$ cat src/rtl/gauss_smooth.sv
// 3x3 Gaussian smoother for a 64x64 raster stream; border pixels pass through unchanged.
// Two line buffers plus a sliding 3-column window; output lags input by one row plus one pixel.
module gauss_smooth (
  input  logic       clk,
  input  logic       reset,
  input  logic [7:0] in,
  input  logic       in_valid,
  output logic [7:0] out,
  output logic       display,
  output logic       frame_done,
  output logic       overrun
);

  typedef enum logic [1:0] {FILL, RUN, FLUSH} state_t;

  state_t state, state_nxt;

  // k counts accepted pixels 0..4095, then continues 4096..4160 as virtual flush steps.
  logic [12:0] k;
  logic [12:0] j_idx;
  logic [5:0]  col;
  logic        accept, emit, last_out, border;

  logic [7:0]       lb1 [64];
  logic [7:0]       lb2 [64];
  logic [2:0][7:0]  win_a, win_b, col_new;
  logic [11:0]      sum;
  logic [7:0]       smooth;

  assign col   = k[5:0];
  assign j_idx = k - 13'd65;
  assign border = (j_idx[11:6] == 6'd0) || (j_idx[11:6] == 6'd63) ||
                  (j_idx[5:0]  == 6'd0) || (j_idx[5:0]  == 6'd63);

  always_ff @(posedge clk) begin
    if (reset) state <= FILL;
    else       state <= state_nxt;
  end

  // NOTE: every always_comb output gets a default first so no path can infer a latch.
  always_comb begin
    state_nxt = state;
    accept    = 1'b0;
    emit      = 1'b0;
    last_out  = 1'b0;
    case (state)
      FILL: begin
        if (in_valid) begin
          accept = 1'b1;
          if (k == 13'd64) state_nxt = RUN;
        end
      end
      RUN: begin
        if (in_valid) begin
          accept = 1'b1;
          emit   = 1'b1;
          if (k == 13'd4095) state_nxt = FLUSH;
        end
      end
      FLUSH: begin
        emit = 1'b1;
        if (k == 13'd4160) begin
          last_out  = 1'b1;
          state_nxt = FILL;
        end
      end
      default: state_nxt = FILL;
    endcase
  end

  // Newest column of the window: rows R-2, R-1, R at the current column.
  always_comb begin
    col_new[0] = lb2[col];
    col_new[1] = lb1[col];
    col_new[2] = (state == FLUSH) ? 8'd0 : in;
  end

  // win_b = column c-1, win_a = column c (centre), col_new = column c+1.
  always_comb begin
    sum = 12'd8
        + 12'(win_b[0]) + 12'(win_b[2]) + 12'(col_new[0]) + 12'(col_new[2])
        + ((12'(win_a[0]) + 12'(win_a[2]) + 12'(win_b[1]) + 12'(col_new[1])) << 1)
        + (12'(win_a[1]) << 2);
    smooth = sum[11:4];
  end

  always_ff @(posedge clk) begin
    if (reset) begin
      k          <= '0;
      out        <= '0;
      display    <= 1'b0;
      frame_done <= 1'b0;
      overrun    <= 1'b0;
    end else begin
      display    <= emit;
      frame_done <= last_out;
      if (emit) out <= border ? win_a[1] : smooth;
      if (state == FLUSH && in_valid) overrun <= 1'b1;
      if (last_out)           k <= '0;
      else if (accept || emit) k <= k + 13'd1;
    end
  end

  // NOTE: line buffers and window carry no reset; every value reaching out is rewritten by the current frame first.
  always_ff @(posedge clk) begin
    if (accept && !reset) begin
      lb1[col] <= in;
      lb2[col] <= lb1[col];
    end
    if ((accept || emit) && !reset) begin
      win_b <= win_a;
      win_a <= col_new;
    end
  end

endmodule

$ cat config.mk
export PLATFORM = sky130hd
export DESIGN_NAME = gauss_smooth
export DESIGN_NICKNAME = d
export VERILOG_FILES = /design/src/rtl/gauss_smooth.sv
export SDC_FILE = /design/constraint.sdc
export NUM_CORES = 1
export LEC_CHECK = 0
export BUFFER_PORTS_ARGS = -buffer_cell sky130_fd_sc_hd__buf_2
export CORE_ASPECT_RATIO = 2
export CORE_MARGIN = 3
export CORE_UTILIZATION = 55
export CTS_CLUSTER_DIAMETER = 120
export DETAILED_ROUTE_END_ITERATION = 7
export PLACE_DENSITY = 0.71
export SLEW_MARGIN = 20
export SYNTH_ARGS = -nofsm -noshare
export SYNTH_HDL_FRONTEND = slang
export SYNTH_SLANG_ARGS = --single-unit
$ cat constraint.sdc
create_clock -name clk -period 9.3 [get_ports clk]
set_clock_uncertainty 0.1 [all_clocks]
set_input_delay 0.465 -clock clk [delete_from_list [all_inputs] [get_ports clk]]
set_output_delay 0.465 -clock clk [all_outputs]
set_load 0.02 [all_outputs]
=== After elaboration in Yosys (flattened, before gate mapping) ===
Memories as Yosys holds them, arrays and structs flattened. A register that Yosys moved wholly into a read port is not among the register bits.
Index checks and enable logic that the tools add are counted.

* Register bits: 74
* RAM bits: 1,024
* Input port bits: 11
* Output and inout bits: 11
* Memories kept: 2

{| class="wikitable"
|+ Memories
! memory !! depth !! width !! rd ports !! clocked after memory_dff !! write ports !! RTL line !! source
|-
| lb1 || 64 || 8 || 1 || 1 || 1 || 24 || <nowiki>logic [7:0] lb1 [64];</nowiki>
|-
| lb2 || 64 || 8 || 1 || 1 || 1 || 25 || <nowiki>logic [7:0] lb2 [64];</nowiki>
|}

* Add/sub/neg operators: 11
* Eq/ne operators: 12
* Mux-type cells: 19
* Reduce and logical (&&, ||, !) cells: 14

{| class="wikitable"
|+ Operator list
! kind !! count
|-
| 6-bit two-way mux || 4
|-
| 10-bit by 8-bit adder with 11-bit output || 2
|-
| 9-bit by 8-bit adder with 10-bit output || 2
|-
| 8-bit two-way mux || 2
|-
| 13-bit by 1-bit adder with 13-bit output (second input constant) || 1
|-
| 13-bit by 12-bit equality test with 1-bit output (second input constant) || 1
|-
| 13-bit equality test (second input constant) || 1
|-
| 13-bit by 7-bit equality test with 1-bit output (second input constant) || 1
|-
| 11-bit by 8-bit adder with 12-bit output || 1
|-
| 12-bit by 10-bit adder with 12-bit output || 1
|-
| 12-bit adder || 1
|-
| 6-bit equality test (second input constant) || 2
|-
| 6-bit logical NOT || 2
|-
| 12-bit by 7-bit subtractor with 12-bit output (second input constant) || 1
|-
| 2-bit two-way mux || 5
|-
| 2-bit != test (second input constant) || 5
|-
| 4-bit by 8-bit adder with 9-bit output (first input constant) || 1
|-
| 8-bit by 8-bit adder with 9-bit output || 1
|-
| 1-bit two-way mux || 6
|-
| 2-bit one-hot mux with 3 select lines || 1
|-
| 5-bit AND reduction || 1
|-
| 1-bit logical OR || 4
|-
| 2-bit OR reduction || 2
|-
| 1-bit logical AND || 3
|-
| 5 further kinds || 5
|}

=== Longest topological paths before layout ===
* Word-level depth: 7
* Gate-level depth with buffers: 30

=== Worst setup path after synthesis ===
No wires, ideal clock.

* Path kind: flip-flop to flip-flop
* Start point: register (tool-made name)
* End point: register out[7]
* Setup time: 0.106 ns
* Arrival time: 8.261 ns
* Path slack: 0.833 ns
* Stages on the path, launching flop included: 26
* Buffers on the path: 3
* Period minus slack after synthesis: 8.467 ns
* Cell sequence: dfxtp_1 -> clkbuf_1 -> clkbuf_1 -> clkbuf_1 -> mux4_2 -> mux4_2 -> mux2i_1 -> a21oi_1 -> ha_1 -> ha_1 -> inv_1 -> fa_1 -> inv_1 -> a21oi_1 -> o21ai_0 -> xnor2_1 -> fa_1 -> fa_1 -> inv_1 -> fa_1 -> ha_1 -> ha_1 -> a21o_1 -> a221oi_1 -> a21oi_1 -> o311ai_0

{| class="wikitable"
|+ RTL lines
! what !! RTL line !! source
|-
| to (signal assigned) || 97 || <nowiki>if (emit) out <= border ? win_a[1] : smooth;</nowiki>
|-
| to (decl) || 8 || <nowiki>output logic [7:0] out,</nowiki>
|}

==> results.md <==
Logic synthesis:
- The Yosys step of the flow raised 0 warnings.
- The number of storage elements in the synthesis netlist is ~1100.
- The synthesized netlist cell count is about 2000.
- Counting every net in the synthesized netlist gives approximately 2100.
- The async set or reset register ratio after synthesis is 0.
- The number of flops mapped to enable cells by yosys is approximately 1100.
- After synthesis, the netlist uses 50 different library cells.
- The part of the Yosys area used for sequential elements is 0.743.
- For this run, the leading register cell type out of synthesis is edfxtp_1.
- The post-synthesis instance area is ~44000 sq um.
- Averaged over all synthesized cells, the footprint is about 22 sq um.

Detailed routing:
- The remaining antenna violation count is 0.
- The via density per instance is approximately 6.4.
- The DRC violation total after the first TritonRoute iteration is 2573.
- The first detailed-routing pass ran for 6 iterations.
- The post-detailed-route DRC marker count is 0.
- The routed layout has about 21000 vias.
- Dividing the detail-routed wire length by the instance count gives 32.0 um.
- The overall routed net length is 104000 um.

STA:
- The total negative slack for setup checks is 0 ns.
- Of the available clock period, the critical path in the final layout requires 0.874.
- The worst path in the final design needs a cycle of between 8 and 9 ns, including I/O delays and setup.
- The highest achievable clock rate is about 120 MHz.
- The max-slew violation total from the final report was 0.
- The final setup slack of the worst path is about 1.2 ns.
- Setup repair after global routing left no endpoint under its margin.
- The worst-case headroom to the max-slew limit is 0.272.
- At the pin with the least slew margin, the transition time is ~1.1 ns.
- The hold violation count in the final report is 0.
- Setup violations remaining at the end of the flow were counted as 0.

Floorplan:
- The number of rows created at floorplan is 146.
- In this run the standard cell core region covers ~80000 sq um.
- The die covers around 84000 sq um.
- The total I/O pin count is 22.
- The die is 407 um tall.
- For this configuration, the core starts out at a cell density of 0.556.
- The floorplan step set the die width to approximately 210 um.

Setup path:
- The type of the setup path with the least slack is flip-flop to flip-flop.
- STA classifies the critical path startpoint as a flip-flop.
- The worst endpoint required time is ~9.7 ns.
- STA classifies the critical path endpoint as a flip-flop.
- Data on the critical path arrives at its endpoint at around 8.5 ns.
- The worst-case reg-to-reg path depth is 24.
- The highest fanout seen on the critical path is 44.
- The internal reg-to-reg setup slack is about 1.2 ns.
- The critical register-to-register path endpoint is out[7]$_SDFFE_PP0P_.

CTS:
- The deepest clock path buffer count is 3.
- In this run the clock root is driven by a clkbuf_16.
- The count of clock tree sinks is approximately 1100.
- Buffers added to address setup during post-CTS repair amount to 0.
- The clock latency at the later pin of the worst-skew pair is 0.67 ns.
- The H-tree generated during clock tree synthesis spans 3 levels.
- TritonCTS built the clock tree.
- The register clock-pin slew on the reported worst setup and hold paths is approximately 0.070 ns.
- The number of CTS-inserted buffers is 87.

Global route:
- The largest net degree at the start of global routing is between 70 and 80.
- The total global routing overflow is 0.
- The via count of the first global-routing pass is 21900.
- The first global-routing pass estimated approximately 150000 um of wire.
- The all-layer global routing usage is 0.256.
- The number of antenna violations at the first check in global routing was 1.

Outcome:
- The flow ran to the end, and the final reports show no timing, DRC or antenna violations.

Final layout:
- The number of antenna diodes in the final layout is 0.
- The net count of the finished layout is 2250.
- Fill cells in the final layout number between 5000 and 6000.
- From synthesis to final layout, the design area changed by 10.5%.
- Leaving out fill and tap cells, the most frequent cells in the layout are edfxtp_1 (1072), mux4_2 (323), buf_4 (105).
- Of the cells placed in the final design, the portion with a size suffix greater than 1 is 0.274.
- The commonest non-fill, non-tap cell in the layout is edfxtp_1.

Pwr:
- The maximum resistive drop on vdd is about 0.17 mV.
- In this run the static leakage power is between 15 and 20 nW.
- The total power density per cell area is 230 nW/um^2.

Worst hold path:
- The worst min-delay path class is input port to flip-flop.
- For hold timing, the worst endpoint is state[1]$_SDFFE_PP0P_.
- The startpoint of the worst hold path is reset.
- Counting instances, the worst hold path has a depth of 2.

Place:
- The pre-CTS worst setup slack is 1.19 ns.
- Port buffering added 21 buffers.
- The congestion estimate from routability-driven global placement came to between 0.8 and 0.9.
- After legalization and detailed placement, the total HPWL measured about 64000 um.

Run:
- The number of maximum-capacitance constraint violations is 0.
layout make-up:
cell class	count	area, sq um	share of cell area
multi-input combinational	742	10700	0.218
tap	1036	1300	0.0265
timing repair buffer	132	1010	0.0206
sequential	1104	32800	0.673
clock inverter	46	392	0.00802
inverter	89	337	0.00689
clock buffer	112	2290	0.0469
logic make-up after synthesis:
family	Yosys count	synth area share
DFF	1104	0.743
muxes	341	0.169
and+or+nand+nor	211	0.0226
buffers and inverters	189	0.0177
adders and majority gates	83	0.0313
AOI/OAI and AO/OA	81	0.0117
xor gates and xnor gates	26	0.00515
stage by stage:
step	power, W	util	instances	hold slack (ns)	instance area (sq um)
6_report	0.0112	0.615	3261	0.0556	48800
5_1_grt	0.0117	0.615	3261	0.0574	48800
4_1_cts	0.0113	0.614	3261	0.0264	48800
3_5_place_dp	0.00775	0.580	3101	0.335	46100
3_3_place_gp	0.00767	0.580	3101	0.335	46100
2_1_floorplan	0.00716	-	2035	0.326	44200
routing by layer:
layer  global-route usage  up-vias  part of all wire
met1                0.296    11100              0.33
li1                     -     8565                 -
met3               0.0354      225             0.063
met5                    0        -                 0
met2                0.458      897              0.55
met4                0.142        0             0.063
state kept, by name, indices dropped and copies added, names as in the netlist, named ones only:
name,flops
win_b,24
win_a,24
out,8
state,2
k,13
lb2,512
display,1
overrun,1
frame_done,1
lb1,512
worst max-delay path, stage by stage (launching register included):
cell and delay [ns]:
dfxtp_4 0.38, buf_12 0.31, buf_4 0.36, mux4_2 0.56
mux4_2 0.49, mux4_2 0.50, inv_2 0.08, fa_1 0.43
inv_1 0.09, ha_1 0.22, a21o_1 0.18, a21oi_1 0.20
o21ai_0 0.12, a21oi_1 0.25, xor2_1 0.21, fa_1 0.47
fa_1 0.55, inv_1 0.05, fa_1 0.44, ha_1 0.29
ha_1 0.33, a21o_1 0.21, a221oi_1 0.51, a21oi_1 0.15
o311ai_0 0.45
synth_stat cells (all sizes together) (3+ instances only):
| master | instances | share of area |
|---|---|---|
| mux4 | 323 | 0.16 |
| nor2b | 8 | 0.0011 |
| o21ai | 22 | 0.0025 |
| buf | 43 | 0.0053 |
| dfxtp | 32 | 0.014 |
| nor4 | 5 | 0.00085 |
| fa | 46 | 0.021 |
| and3 | 5 | 0.00071 |
| xor2 | 18 | 0.0036 |
| edfxtp | 1072 | 0.73 |
| a21oi | 21 | 0.0024 |
| mux2i | 7 | 0.0016 |
| or3 | 6 | 0.00085 |
| nand4 | 4 | 0.00057 |
| mux2 | 11 | 0.0028 |
| nand3 | 23 | 0.0026 |
| inv | 89 | 0.0076 |
| ha | 37 | 0.010 |
| nand2b | 18 | 0.0025 |
| o311ai | 4 | 0.00079 |
| clkbuf | 57 | 0.0048 |
| a31oi | 3 | 0.00042 |
| nand2 | 40 | 0.0034 |
| nor2 | 83 | 0.0070 |
| a21o | 10 | 0.0017 |
| a32oi | 4 | 0.00079 |
| xnor2 | 8 | 0.0016 |
| a211oi | 5 | 0.00085 |
| nor3 | 8 | 0.00091 |
what timing repair did:
item                                    4_1_cts  5_1_grt
endpoints found under the setup margin        0        0
gates resized for setup                       0        0
hold buffers                                  2        0
endpoints found under the hold margin         1        0
how the worst max path moves through the flow:
stage | start | to | slack (ns) | depth (start not counted)
global placement | flip-flop | out[7]$_SDFFE_PP0P_ | 1.43 | 24
finish | flip-flop | out[7]$_SDFFE_PP0P_ | 1.17 | 24
CTS | flip-flop | out[7]$_SDFFE_PP0P_ | 1.15 | 24
global route | flip-flop | out[7]$_SDFFE_PP0P_ | 0.82 | 24
detailed placement | flip-flop | out[7]$_SDFFE_PP0P_ | 1.19 | 24
floorplan | flip-flop | out[7]$_SDFFE_PP0P_ | 0.83 | 25
power breakdown:
part           switching [W]  total, W  internal, W  leakage, nW
logic                0.00118   0.00207     0.000896         4.16
clock network        0.00169   0.00359      0.00190         1.31
registers          0.0000229   0.00557      0.00555         9.92
total                0.00289    0.0112      0.00834         15.4
No activity file was read; power rests on OpenSTA's default activity.
